`config.mk`:
```
export PLATFORM = sky130hd
export DESIGN_NAME = multicycle_ctrl
export DESIGN_NICKNAME = d
export VERILOG_FILES = /design/src/rtl/multicycle_ctrl.sv
export SDC_FILE = /design/constraint.sdc
export NUM_CORES = 1
export LEC_CHECK = 0
export ABC_AREA = 0
export BUFFER_PORTS_ARGS = -buffer_cell sky130_fd_sc_hd__clkbuf_2
export CAP_MARGIN = 10
export CELL_PAD_IN_SITES_DETAIL_PLACEMENT = 0
export CELL_PAD_IN_SITES_GLOBAL_PLACEMENT = 1
export CORE_ASPECT_RATIO = 0.9
export CORE_MARGIN = 2
export CORE_UTILIZATION = 25
export CTS_BUF_LIST = sky130_fd_sc_hd__clkbuf_8
export CTS_CLUSTER_DIAMETER = 200
export DETAILED_ROUTE_END_ITERATION = 16
export GPL_TIMING_DRIVEN = 0
export HOLD_SLACK_MARGIN = 0.1
export PLACE_DENSITY = 0.75
export RECOVER_POWER = 25
export SKIP_LAST_GASP = 1
export SYNTH_ARGS = -nofsm -noshare
export SYNTH_HDL_FRONTEND = slang
export SYNTH_SLANG_ARGS = --single-unit
```
`constraint.sdc`:
```
create_clock -name clk -period 1.6 [get_ports clk]
set_input_delay 0.24 -clock clk [delete_from_list [all_inputs] [get_ports clk]]
set_output_delay 0.24 -clock clk [all_outputs]
set_load 0.02 [all_outputs]
```
`src/rtl/multicycle_ctrl.sv`:
```
// Multicycle instruction controller: FETCH/DECODE/EXEC/MEM/WB sequencing with memory wait-timeout.
// Optional macro ILLEGAL_TRAP_EN sends illegal opcodes to a sticky TRAP state instead of treating them as NOPs.
module multicycle_ctrl #(
    parameter int MAX_WAIT = 8
) (
    input  logic       clk,
    input  logic       rst,
    input  logic [5:0] op,
    input  logic [5:0] funct,
    input  logic       zero,
    input  logic       mem_ready,
    output logic       mem_req,
    output logic       w_data,
    output logic       ir_we,
    output logic       pc_we,
    output logic [1:0] pc_src,
    output logic       w_reg,
    output logic       store,
    output logic [5:0] op_alu,
    output logic [2:0] state,
    output logic       instr_done,
    output logic       mem_err
);

    localparam int CW = $clog2(MAX_WAIT + 1);
    localparam logic [CW-1:0] CNT_MAX = CW'(MAX_WAIT);

    typedef enum logic [2:0] {
        S_FETCH  = 3'd0,
        S_DECODE = 3'd1,
        S_EXEC   = 3'd2,
        S_MEM    = 3'd3,
        S_WB     = 3'd4,
        S_TRAP   = 3'd5
    } state_t;

    state_t        state_q, state_d;
    logic [CW-1:0] cnt_q, cnt_d;

    logic is_add, is_addi, is_lw, is_sw, is_beq, is_j, is_legal;
    logic timeout;

    logic       mem_req_c, w_data_c, ir_we_c, pc_we_c, w_reg_c, store_c;
    logic       instr_done_c, mem_err_c;
    logic [1:0] pc_src_c;
    logic [5:0] op_alu_c;

    assign is_add   = (op == 6'b000000) && (funct == 6'b100000);
    assign is_addi  = (op == 6'b001000);
    assign is_lw    = (op == 6'b100011);
    assign is_sw    = (op == 6'b101011);
    assign is_beq   = (op == 6'b000100);
    assign is_j     = (op == 6'b000010);
    assign is_legal = is_add | is_addi | is_lw | is_sw | is_beq | is_j;

    // A completion in the same cycle as the limit is reached wins over the timeout.
    assign timeout = (cnt_q == CNT_MAX) && !mem_ready;

    always_comb begin
        state_d      = state_q;
        mem_req_c    = 1'b0;
        w_data_c     = 1'b0;
        ir_we_c      = 1'b0;
        pc_we_c      = 1'b0;
        pc_src_c     = 2'd0;
        w_reg_c      = 1'b0;
        store_c      = 1'b0;
        op_alu_c     = 6'd0;
        instr_done_c = 1'b0;
        mem_err_c    = 1'b0;
        case (state_q)
            S_FETCH: begin
                mem_req_c = 1'b1;
                if (mem_ready) begin
                    ir_we_c = 1'b1;
                    pc_we_c = 1'b1;
                    state_d = S_DECODE;
                end else if (timeout) begin
                    mem_err_c = 1'b1;
                end
            end
            S_DECODE: begin
                if (is_legal) begin
                    state_d = S_EXEC;
                end else begin
`ifdef ILLEGAL_TRAP_EN
                    state_d = S_TRAP;
`else
                    instr_done_c = 1'b1;
                    state_d      = S_FETCH;
`endif
                end
            end
            S_EXEC: begin
                store_c = 1'b1;
                state_d = S_FETCH;
                if (is_add) begin
                    state_d = S_WB;
                end else if (is_addi) begin
                    op_alu_c = 6'd1;
                    state_d  = S_WB;
                end else if (is_lw) begin
                    op_alu_c = 6'd2;
                    state_d  = S_MEM;
                end else if (is_sw) begin
                    op_alu_c = 6'd3;
                    state_d  = S_MEM;
                end else if (is_beq) begin
                    op_alu_c     = 6'd4;
                    pc_we_c      = zero;
                    pc_src_c     = 2'd1;
                    instr_done_c = 1'b1;
                end else if (is_j) begin
                    pc_we_c      = 1'b1;
                    pc_src_c     = 2'd2;
                    instr_done_c = 1'b1;
                end
            end
            S_MEM: begin
                mem_req_c = 1'b1;
                w_data_c  = is_sw;
                if (mem_ready) begin
                    if (is_sw) begin
                        instr_done_c = 1'b1;
                        state_d      = S_FETCH;
                    end else begin
                        state_d = S_WB;
                    end
                end else if (timeout) begin
                    mem_err_c = 1'b1;
                    state_d   = S_FETCH;
                end
            end
            S_WB: begin
                w_reg_c      = 1'b1;
                instr_done_c = 1'b1;
                state_d      = S_FETCH;
            end
            S_TRAP: begin
`ifdef ILLEGAL_TRAP_EN
                state_d = S_TRAP;
`else
                state_d = S_FETCH;
`endif
            end
            default: state_d = S_FETCH;
        endcase
    end

    // Counter is zero everywhere except while a memory access is waiting.
    always_comb begin
        cnt_d = '0;
        if ((state_q == S_FETCH || state_q == S_MEM) && !mem_ready && !timeout)
            cnt_d = cnt_q + CW'(1);
    end

    always_ff @(posedge clk) begin
        if (rst) begin
            state_q <= S_FETCH;
            cnt_q   <= '0;
        end else begin
            state_q <= state_d;
            cnt_q   <= cnt_d;
        end
    end

    assign mem_req    = mem_req_c & ~rst;
    assign w_data     = w_data_c & ~rst;
    assign ir_we      = ir_we_c & ~rst;
    assign pc_we      = pc_we_c & ~rst;
    assign pc_src     = rst ? 2'd0 : pc_src_c;
    assign w_reg      = w_reg_c & ~rst;
    assign store      = store_c & ~rst;
    assign op_alu     = rst ? 6'd0 : op_alu_c;
    assign state      = rst ? 3'd0 : state_q;
    assign instr_done = instr_done_c & ~rst;
    assign mem_err    = mem_err_c & ~rst;

endmodule

```
==> results of run 1 <==
what timing repair did:
| action | CTS | global route |
|---|---|---|
| buffers inserted | 13 | 3 |
| resized for setup | 36 | 25 |
| endpoints found under the setup margin | 10 | 14 |
| pin swaps | 8 | 6 |
placed cells by master (no fill, tap or decap), drive strengths merged, types with 3 or more instances in the layout:
master	netlist	layout
or3	3	3
inv	5	6
nand2	6	6
buf	7	31
clkbuf	0	24
conb	1	3
xor2	3	3
a21oi	4	4
nor4	3	3
nand2b	3	3
nor2	10	10
dfxtp	7	7
nand3	5	5
nor3	7	7
logic make-up after synthesis:
family | synth area share (%)
AND/OR/NAND/NOR | 39.7
AO/OA/AOI/OAI | 19.7
buffers and inverters | 10.7
flip-flops | 20.6
XOR/XNOR | 5.15
adder cells (fa/ha/maj) | 3.68
other | 0.551
registers in the layout, summed over array words and instances, names as in the netlist:
| register | count |
|---|---|
| cnt_q | 4 |
| state_q | 3 |
where the power goes:
part           leakage [nW]  switching, mW  internal (mW)
Sequential           0.0588        0.00564          0.178
Combinational         0.494          0.103         0.0974
Clock                0.0269         0.0754          0.166
Total                 0.580          0.184          0.441
layout make-up:
| class | instances | area share (%) |
|---|---|---|
| clock buffer | 3 | 3.14 |
| timing repair buffer | 46 | 28.2 |
| buffer | 6 | 4.28 |
| tap | 28 | 2.66 |
| inverter | 5 | 1.43 |
| sequential | 7 | 11.3 |
| clock inverter | 1 | 0.285 |
| multi-input combinational | 75 | 48.7 |
worst max-delay path by stage:
stage / startpoint / slack [ns] / cells past startpoint / to
final: op[3] / -0.34 / 6 / instr_done
after global routing: op[3] / -0.38 / 6 / instr_done
after CTS: state_q[1] / -0.33 / 6 / instr_done
after detailed placement: op[1] / -0.38 / 6 / instr_done
after global placement: op[1] / -0.36 / 6 / instr_done
after floorplan: op[2] / -0.15 / 5 / instr_done
per-layer routing:
layer	vias up	global-route usage, %	part of all wire, %
met5	-	0	0
li1	427	-	-
met3	4	3.18	5.3
met1	388	19.2	47
met4	0	5.30	0.97
met2	28	23.5	47
worst max-delay path, cell delays in order:
cell and delay, ns:
sky130_fd_sc_hd__clkbuf_2 0.16, sky130_fd_sc_hd__or3b_4 0.41, sky130_fd_sc_hd__or4_1 0.41, sky130_fd_sc_hd__o311a_1 0.14
sky130_fd_sc_hd__o211ai_2 0.16, sky130_fd_sc_hd__clkbuf_8 0.17
through the flow:
stage | setup WS, ns | util, % | total power [mW] | TNS (ns) | instance area (µm²)
after global routing | -0.382 | 52.4 | 0.656 | -2.27 | 1320
after detailed placement | -0.378 | 37.9 | 0.341 | -1.18 | 952
after CTS | -0.326 | 49.5 | 0.621 | -2.06 | 1240
final | -0.337 | 52.4 | 0.625 | -1.59 | 1320
after floorplan | -0.151 | - | 0.288 | -0.471 | 767
after global placement | -0.357 | 37.9 | 0.337 | -1.25 | 952
==> results.sh, run 1 <==
export IMPL_run_status="finished, violations left"
export IMPL_violated_checks="setup timing"
export IMPL_fin_nets=162
export IMPL_antennaDiodeCount=0
export IMPL_timing_max_cap_violations=0
export IMPL_rows=17
export IMPL_postSynth_topFlopCell="sky130_fd_sc_hd__dfxtp_1"
export IMPL_required_ns=1.36
export IMPL_dieWidth_um=59
export IMPL_grt_antenna_before_repair=0
export IMPL_cts_tree="done"
export IMPL_timing_hold_violations_final=0
export IMPL_grt_first_pass_wirelength_um=3620
export IMPL_worstPathArrival_ns=1.70
export IMPL_synth_seq_cells=7
export IMPL_post_synth_instance_area_um2=681
export IMPL_proportion_of_register_bits_with_asynchronous_set_or_reset_after_synthesis_pct=0
export IMPL_layout_worst_path_cycle_share_pct=121
export IMPL_grt_overflow=0
export IMPL_maxClockFrequency_ghz=0.516
export IMPL_clk_root_buf="sky130_fd_sc_hd__clkbuf_8"
export IMPL_die_h_um=53.5
export IMPL_numCtsBuffers=3
export IMPL_areaGrowthSynthToFinish_pct=93.4
export IMPL_grt_util_all_layers_pct=14.6
export IMPL_drtAntennaViolNets=0
export IMPL_cells_on_worst_reg2reg_path=7
export IMPL_setup_viol_count_final=11
export IMPL_synth_edff_count=0
export IMPL_worst_path_max_fanout=5
export IMPL_hold_slack_ns=0.401
export IMPL_vias=847
export IMPL_worst_hold_path_num_cells=3
export IMPL_drt_first_pass_iters=4
export IMPL_postLayoutSetupSlackWorst_ns=-0.337
export IMPL_core_area_um2=2510
export IMPL_r2r_start="state_q[1]"
export IMPL_worst_clock_skew_ns=0.000609
export IMPL_detailed_route_wl_um=2160
export IMPL_worst_ir_drop_vdd_uv=209
export IMPL_post_route_cells_drive_above_1_share_pct=55.9
export IMPL_yosys_warnings=0
export IMPL_post_synth_cell_area_avg_um2=7.40
export IMPL_power_per_cell_area_nw_per_um2=475
export IMPL_fill_cells=229
export IMPL_clkSlewWorstSetupHoldPaths_ns=0.04
export IMPL_cts_hold_fix_buffers=0
export IMPL_hold_path_class="input pin to register"
export IMPL_timing_final_max_slew_violations=0
export IMPL_syn_inst=92
export IMPL_regToRegSetupSlack_ns=0.07
export IMPL_clockBufferDepth=2
export IMPL_endpoint_of_the_lowest_slack_register_to_register_path="state_q[2]"
export IMPL_ios=35
export IMPL_die_area_um2=3160
export IMPL_post_place_cells=152
export IMPL_synth_largest_area_cell="sky130_fd_sc_hd__dfxtp_1"
export IMPL_portBuffers=30
export IMPL_synthTopCellsByCount="10 x sky130_fd_sc_hd__nor2_1, 7 x sky130_fd_sc_hd__dfxtp_1, 7 x sky130_fd_sc_hd__nor3_1"
export IMPL_maximum_number_of_pins_on_one_net_before_global_route_repair=10
export IMPL_p_leak_nw=0.580
export IMPL_path_type_of_the_worst_setup_path="input pin to output pin"
export IMPL_post_synth_top_count_cell="sky130_fd_sc_hd__nor2_1"
export IMPL_number_of_vias_per_cell=4.95
export IMPL_worstHoldStart="mem_ready"
export IMPL_multiInputGateArea_um2=641
export IMPL_rsz0062_at_grt="yes"
export IMPL_gp_congestion=0.788
export IMPL_cts_htree_levels=1
export IMPL_via_count_of_the_first_global_routing_pass=835
export IMPL_drcViolationCount=0
export IMPL_detailedPlacementHpwl_um=1470
export IMPL_min_to="state_q[0]"
export IMPL_critical_path_startpoint_type="input pin"
export IMPL_initial_cell_density_of_the_core_pct=27.1
export IMPL_fin_crit_ns=1.94
export IMPL_finalNonFillerCells=171
export IMPL_ys_types=39
export IMPL_wl_per_cell_um=12.6
export IMPL_cp_end_kind="output pin"
export IMPL_post_synth_top_area_fraction_pct=20.6
export IMPL_synthTopCellsByArea="sky130_fd_sc_hd__dfxtp_1 21%, sky130_fd_sc_hd__buf_4 5.5%, sky130_fd_sc_hd__nor2_1 5.5%, sky130_fd_sc_hd__nor3_1 5.1%, sky130_fd_sc_hd__xor2_1 3.9%"
export IMPL_first_iter_violations=21
export IMPL_worst_skew_pair_late_latency_ns=0.22
export IMPL_ys_seq_area_share_pct=20.6
export IMPL_final_seq_area_um2=149
export IMPL_numClockSinks=7
Note: power is estimated with default switching activity, not from simulation.
==> run 2: changes to the inputs <==
--- a/config.mk
+++ b/config.mk
@@ -18,7 +18,7 @@
 export DETAILED_ROUTE_END_ITERATION = 16
 export GPL_TIMING_DRIVEN = 0
 export HOLD_SLACK_MARGIN = 0.1
-export PLACE_DENSITY = 0.75
+export PLACE_DENSITY = 0.73
 export RECOVER_POWER = 25
 export SKIP_LAST_GASP = 1
 export SYNTH_ARGS = -nofsm -noshare
==> constraint.sdc (replaced) <==
create_clock -name clk -period 1.98 [get_ports clk]
set_input_delay 0.297 -clock clk [delete_from_list [all_inputs] [get_ports clk]]
set_output_delay 0.297 -clock clk [all_outputs]
set_load 0.02 [all_outputs]
==> results.sh, run 2 (synthesis gave the netlist of run 1 again) <==
export IMPL_fin_crit_ns=2.02
export IMPL_worst_path_largest_cell_delay_ns=0.52
export IMPL_largestRegisters="cnt_q: 4 flops, state_q: 3 flops"
export IMPL_setup_viol_count_final=1
export IMPL_antennaDiodeCount=0
export IMPL_cell_internal_pwr_mw=0.334
export IMPL_drtAntennaViolNets=0
export IMPL_grt_antenna_before_repair=0
export IMPL_detailedPlacementHpwl_um=1450
export IMPL_die_h_um=53.5
export IMPL_timing_hold_violations_final=0
export IMPL_layout_worst_path_cycle_share_pct=102
export IMPL_largest_register_ffs=4
export IMPL_setup_total_negative_slack_ns=-0.0372
export IMPL_core_area_um2=2510
export IMPL_max_flop_register="cnt_q"
export IMPL_initial_cell_density_of_the_core_pct=27.1
export IMPL_pwr_share_comb_pct=26.8
export IMPL_finalNonFillerCells=159
export IMPL_vias=805
export IMPL_worstPathArrival_ns=1.72
export IMPL_clkSlewWorstSetupHoldPaths_ns=0.04
export IMPL_post_place_cells=152
export IMPL_worst_path_max_fanout=6
export IMPL_seqPwrFrac_pct=32.0
export IMPL_run_status="finished, violations left"
export IMPL_fin_nets=150
export IMPL_hold_path_class="register to register"
export IMPL_cp_end_kind="output pin"
export IMPL_wl_per_cell_um=11.6
export IMPL_numClockSinks=7
export IMPL_worst_ir_drop_vdd_uv=156
export IMPL_p_switching_mw=0.130
export IMPL_power_switching_fraction_pct=27.9
export IMPL_timing_final_max_slew_violations=0
export IMPL_maxClockFrequency_ghz=0.496
export IMPL_first_iter_violations=23
export IMPL_violated_checks="setup timing"
export IMPL_detailed_route_wl_um=1850
export IMPL_ios=35
export IMPL_worst_clock_skew_ns=0.00191
export IMPL_worst_skew_pair_late_latency_ns=0.22
export IMPL_multiInputGateArea_um2=524
export IMPL_fill_cells=261
export IMPL_timing_max_cap_violations=0
export IMPL_rsz0062_at_grt="yes"
export IMPL_grt_util_all_layers_pct=13.0
export IMPL_cell_area_after_placement_um2=890
export IMPL_critical_path_cell_by_cell="buf_6 -> nand2_1 -> or4_1 -> o311a_1 -> o211ai_2 -> clkbuf_8"
export IMPL_drcViolationCount=0
export IMPL_die_area_um2=3160
export IMPL_portBuffers=30
export IMPL_share_of_power_burned_in_the_clock_network_pct=41.2
export IMPL_numCtsBuffers=3
export IMPL_rows=17
export IMPL_stdcell_area_um2=1010
export IMPL_final_cell_mix="26 x sky130_fd_sc_hd__clkbuf_2, 10 x sky130_fd_sc_hd__nor2_1, 7 x sky130_fd_sc_hd__buf_4"
export IMPL_drt_first_pass_iters=4
export IMPL_dieWidth_um=59
export IMPL_clockBufferDepth=2
export IMPL_grt_overflow=0
export IMPL_final_common_cell="sky130_fd_sc_hd__clkbuf_2"
export IMPL_design_power_total_mw=0.463
export IMPL_critical_path_slowest_cell="sky130_fd_sc_hd__or4_1"
export IMPL_required_ns=1.68
export IMPL_critical_path_startpoint_type="register"
export IMPL_maximum_number_of_pins_on_one_net_before_global_route_repair=11
export IMPL_grt_first_pass_wirelength_um=3190
export IMPL_power_per_cell_area_nw_per_um2=458
export IMPL_via_count_of_the_first_global_routing_pass=777
export IMPL_critical_path_top_delay_family="simple AND/OR/NAND/NOR gates"
export IMPL_post_route_cells_drive_above_1_share_pct=42.7
export IMPL_cts_hold_fix_buffers=0
export IMPL_number_of_vias_per_cell=5.06
export IMPL_p_leak_nw=0.457
export IMPL_postLayoutSetupSlackWorst_ns=-0.0372
export IMPL_path_type_of_the_worst_setup_path="register to output pin"
export IMPL_gp_congestion=0.812
export IMPL_cts_tree="done"
export IMPL_areaGrowthSynthToFinish_pct=48.7
export IMPL_cts_htree_levels=1
export IMPL_clk_root_buf="sky130_fd_sc_hd__clkbuf_8"
export IMPL_final_seq_area_um2=144
export IMPL_hold_slack_ns=0.477
export IMPL_critical_path_n_buffers_inverters=2
run 2: per-layer routing:
metal	track usage, %	wire (µm)	up-vias
met4	5.68	18	0
met5	0	0	-
met1	16.1	854	374
met3	1.47	88	2
li1	-	-	404
met2	22.8	890	25
run 2: timing repair:
item | CTS | global route
endpoints found under the setup margin | 6 | 6
pin swaps | 1 | 0
setup buffers | 3 | 0
hold endpoints to repair | 0 | 0
gates cloned | 0 | 0
gates resized for setup | 11 | 1
run 2: layout make-up:
class / count / share of cell area, %
buffer: 7 / 5.69
clock buffer: 3 / 4.08
clock inverter: 1 / 0.371
inverter: 5 / 1.85
multi-input combinational: 75 / 51.8
sequential: 7 / 14.2
tap: 28 / 3.46
timing repair buffer: 33 / 18.5
run 2: final timing paths:
path	startpoint	endpoint	slack, ns	cells after the start
hold / removal	cnt_q[0]	cnt_q[0]	0.48	1
setup reg to reg	cnt_q[0]	state_q[2]	0.44	6
hold reg to reg	cnt_q[0]	cnt_q[0]	0.48	1
setup / recovery	state_q[1]	instr_done	-0.04	6
run 2: stage by stage:
step | worst slack [ns] | utilization, %
after global routing | -0.131 | 40.3
final | -0.0372 | 40.3
after global placement | -0.272 | 35.4
after detailed placement | -0.229 | 35.4
after CTS | -0.0477 | 40.1
after floorplan | 0.0412 | -
run 2: power groups by stage:
| stage | sequential [mW] | clock, mW | combinational, mW |
|---|---|---|---|
| floorplan | 0.150 | 0 | 0.0733 |
| global placement | 0.151 | 0 | 0.110 |
| detailed placement | 0.151 | 0 | 0.112 |
| CTS | 0.148 | 0.198 | 0.123 |
| global route | 0.148 | 0.206 | 0.139 |
| finish | 0.148 | 0.191 | 0.124 |
run 2: worst reg2reg max path, cell delays in order, from the launching register on:
cell and delay, ns:
sky130_fd_sc_hd__dfxtp_1 0.37, sky130_fd_sc_hd__inv_1 0.06, sky130_fd_sc_hd__ha_1 0.18, sky130_fd_sc_hd__and3b_1 0.19
sky130_fd_sc_hd__nor2_1 0.27, sky130_fd_sc_hd__a31o_2 0.22, sky130_fd_sc_hd__o21ba_2 0.15
==> run 3: changes to the inputs <==
--- a/config.mk
+++ b/config.mk
@@ -12,13 +12,13 @@
 export CELL_PAD_IN_SITES_GLOBAL_PLACEMENT = 1
 export CORE_ASPECT_RATIO = 0.9
 export CORE_MARGIN = 2
-export CORE_UTILIZATION = 25
+export CORE_UTILIZATION = 31
 export CTS_BUF_LIST = sky130_fd_sc_hd__clkbuf_8
 export CTS_CLUSTER_DIAMETER = 200
 export DETAILED_ROUTE_END_ITERATION = 16
 export GPL_TIMING_DRIVEN = 0
 export HOLD_SLACK_MARGIN = 0.1
-export PLACE_DENSITY = 0.73
+export PLACE_DENSITY = 0.86
 export RECOVER_POWER = 25
 export SKIP_LAST_GASP = 1
 export SYNTH_ARGS = -nofsm -noshare
==> results.sh, run 3 (synthesis gave the netlist of run 1 again) <==
export IMPL_largestRegisters="cnt_q: 4 flops, state_q: 3 flops"
export IMPL_worst_path_largest_cell_delay_ns=0.42
export IMPL_rows=16
export IMPL_setup_viol_count_final=1
export IMPL_critical_path_slowest_cell="sky130_fd_sc_hd__or4_1"
export IMPL_p_leak_nw=0.473
export IMPL_power_per_cell_area_nw_per_um2=459
export IMPL_cp_end_kind="output pin"
export IMPL_cts_htree_levels=1
export IMPL_numCtsBuffers=3
export IMPL_post_place_cells=151
export IMPL_grt_overflow=0
export IMPL_via_count_of_the_first_global_routing_pass=705
export IMPL_worst_skew_pair_late_latency_ns=0.24
export IMPL_grt_util_all_layers_pct=15.3
export IMPL_max_flop_register="cnt_q"
export IMPL_r2r_start="state_q[0]"
export IMPL_stdcell_area_um2=1050
export IMPL_timing_final_max_slew_violations=0
export IMPL_maxClockFrequency_ghz=0.490
export IMPL_postLayoutSetupSlackWorst_ns=-0.0595
export IMPL_critical_path_cell_by_cell="clkbuf_2 -> or3b_4 -> or4_1 -> o311a_1 -> o211ai_2 -> clkbuf_8"
export IMPL_maximum_number_of_pins_on_one_net_before_global_route_repair=11
export IMPL_numClockSinks=7
export IMPL_run_status="finished, violations left"
export IMPL_multiInputGateArea_um2=559
export IMPL_clockBufferDepth=2
export IMPL_clkSlewWorstSetupHoldPaths_ns=0.04
export IMPL_worstPathArrival_ns=1.74
export IMPL_layout_worst_path_cycle_share_pct=103
export IMPL_detailedPlacementHpwl_um=1360
export IMPL_antennaDiodeCount=0
export IMPL_areaGrowthSynthToFinish_pct=55.0
export IMPL_hold_slack_ns=0.477
export IMPL_violated_checks="setup timing"
export IMPL_fin_nets=152
export IMPL_vias=799
export IMPL_fin_crit_ns=2.04
export IMPL_post_route_cells_drive_above_1_share_pct=45.9
export IMPL_hold_path_class="input pin to register"
export IMPL_largest_register_ffs=4
export IMPL_rsz0062_at_grt="yes"
export IMPL_drtAntennaViolNets=0
export IMPL_clk_root_buf="sky130_fd_sc_hd__clkbuf_8"
export IMPL_die_area_um2=2590
export IMPL_finalNonFillerCells=160
export IMPL_die_h_um=48.5
export IMPL_drcViolationCount=0
export IMPL_critical_path_startpoint_type="input pin"
export IMPL_timing_max_cap_violations=0
export IMPL_timing_critical_path_from="op[3]"
export IMPL_endpoint_of_the_lowest_slack_register_to_register_path="state_q[2]"
export IMPL_required_ns=1.68
export IMPL_first_iter_violations=8
export IMPL_portBuffers=30
export IMPL_cts_tree="done"
export IMPL_detailed_route_wl_um=1960
export IMPL_grt_antenna_before_repair=0
export IMPL_fill_cells=227
export IMPL_core_area_um2=2120
export IMPL_drt_first_pass_iters=4
export IMPL_worst_hold_path_num_cells=3
export IMPL_dieWidth_um=53.4
export IMPL_preCtsSetupSlack_ns=-0.249
export IMPL_min_to="state_q[0]"
export IMPL_gp_congestion=0.859
export IMPL_critical_path_top_delay_family="simple AND/OR/NAND/NOR gates"
export IMPL_timing_hold_violations_final=0
export IMPL_final_cell_mix="27 x sky130_fd_sc_hd__clkbuf_2, 10 x sky130_fd_sc_hd__nor2_1, 9 x sky130_fd_sc_hd__buf_4"
export IMPL_worst_ir_drop_vdd_uv=217
export IMPL_number_of_vias_per_cell=4.99
export IMPL_cells_on_worst_reg2reg_path=5
export IMPL_worstHoldStart="mem_ready"
export IMPL_worst_path_max_fanout=5
export IMPL_critical_path_n_buffers_inverters=2
export IMPL_ios=35
export IMPL_final_common_cell="sky130_fd_sc_hd__clkbuf_2"
export IMPL_final_seq_area_um2=144
export IMPL_regToRegSetupSlack_ns=0.45
export IMPL_initial_cell_density_of_the_core_pct=32.1
export IMPL_wl_per_cell_um=12.2
export IMPL_grt_first_pass_wirelength_um=3020
export IMPL_cell_area_after_placement_um2=888
export IMPL_path_type_of_the_worst_setup_path="input pin to output pin"
export IMPL_worst_clock_skew_ns=0.00728
==> run 3: changes by cell type in the layout (fill, tap and decap cells not counted), sizes merged <==
cell / delta
buf: +1
clkbuf: +1
==> run 3: how the worst max path moves through the flow <==
stage,to,cells past startpoint
after floorplan,pc_src[0],4
after CTS,instr_done,6
after global placement,instr_done,6
after detailed placement,pc_src[0],6
after global routing,instr_done,6
final,instr_done,6
==> run 3: routing by layer <==
| metal | wire, µm | GRT usage, % |
|---|---|---|
| met1 | 901 | 21.2 |
| met5 | 0 | 0 |
| met4 | 36 | 7.69 |
| met2 | 938 | 22.8 |
| met3 | 79 | 1.85 |
==> run 3: worst reg2reg max path: stages (launching register included) <==
cell and delay [ns]:
sky130_fd_sc_hd__dfxtp_1 0.37, sky130_fd_sc_hd__clkbuf_4 0.26, sky130_fd_sc_hd__nor3_1 0.07, sky130_fd_sc_hd__or3_1 0.32
sky130_fd_sc_hd__a31o_2 0.23, sky130_fd_sc_hd__o21ba_2 0.22
==> run 3: area by class of cell <==
class	count	area share, %
multi-input combinational	75	53.0
buffer	7	5.69
timing repair buffer	35	18.4
clock buffer	3	3.91
sequential	7	13.6
clock inverter	1	0.356
inverter	5	1.78
tap	27	3.20
==> run 3: metrics by stage <==
stage	TNS, ns	power (mW)	utilization [%]
6_report	-0.0595	0.484	49.7
5_1_grt	-0.114	0.499	49.7
4_1_cts	-0.0366	0.475	46.6
3_5_place_dp	-0.835	0.262	41.9
3_3_place_gp	-0.686	0.260	41.9
2_1_floorplan	0	0.223	-
==> run 3: what timing repair did <==
action | 4_1_cts | 5_1_grt
pin swaps | 1 | 2
setup endpoints to repair | 6 | 6
hold buffers | 0 | 0
resized for setup | 10 | 8
buffers inserted | 2 | 3
==> run 3: report_power, final <==
part           switching, mW  leakage, nW  total [mW]  internal (mW)
sequential           0.00399       0.0577       0.148          0.144
combinational         0.0730        0.388       0.130         0.0566
clock                 0.0710       0.0269       0.206          0.135
total                  0.148        0.473       0.484          0.336
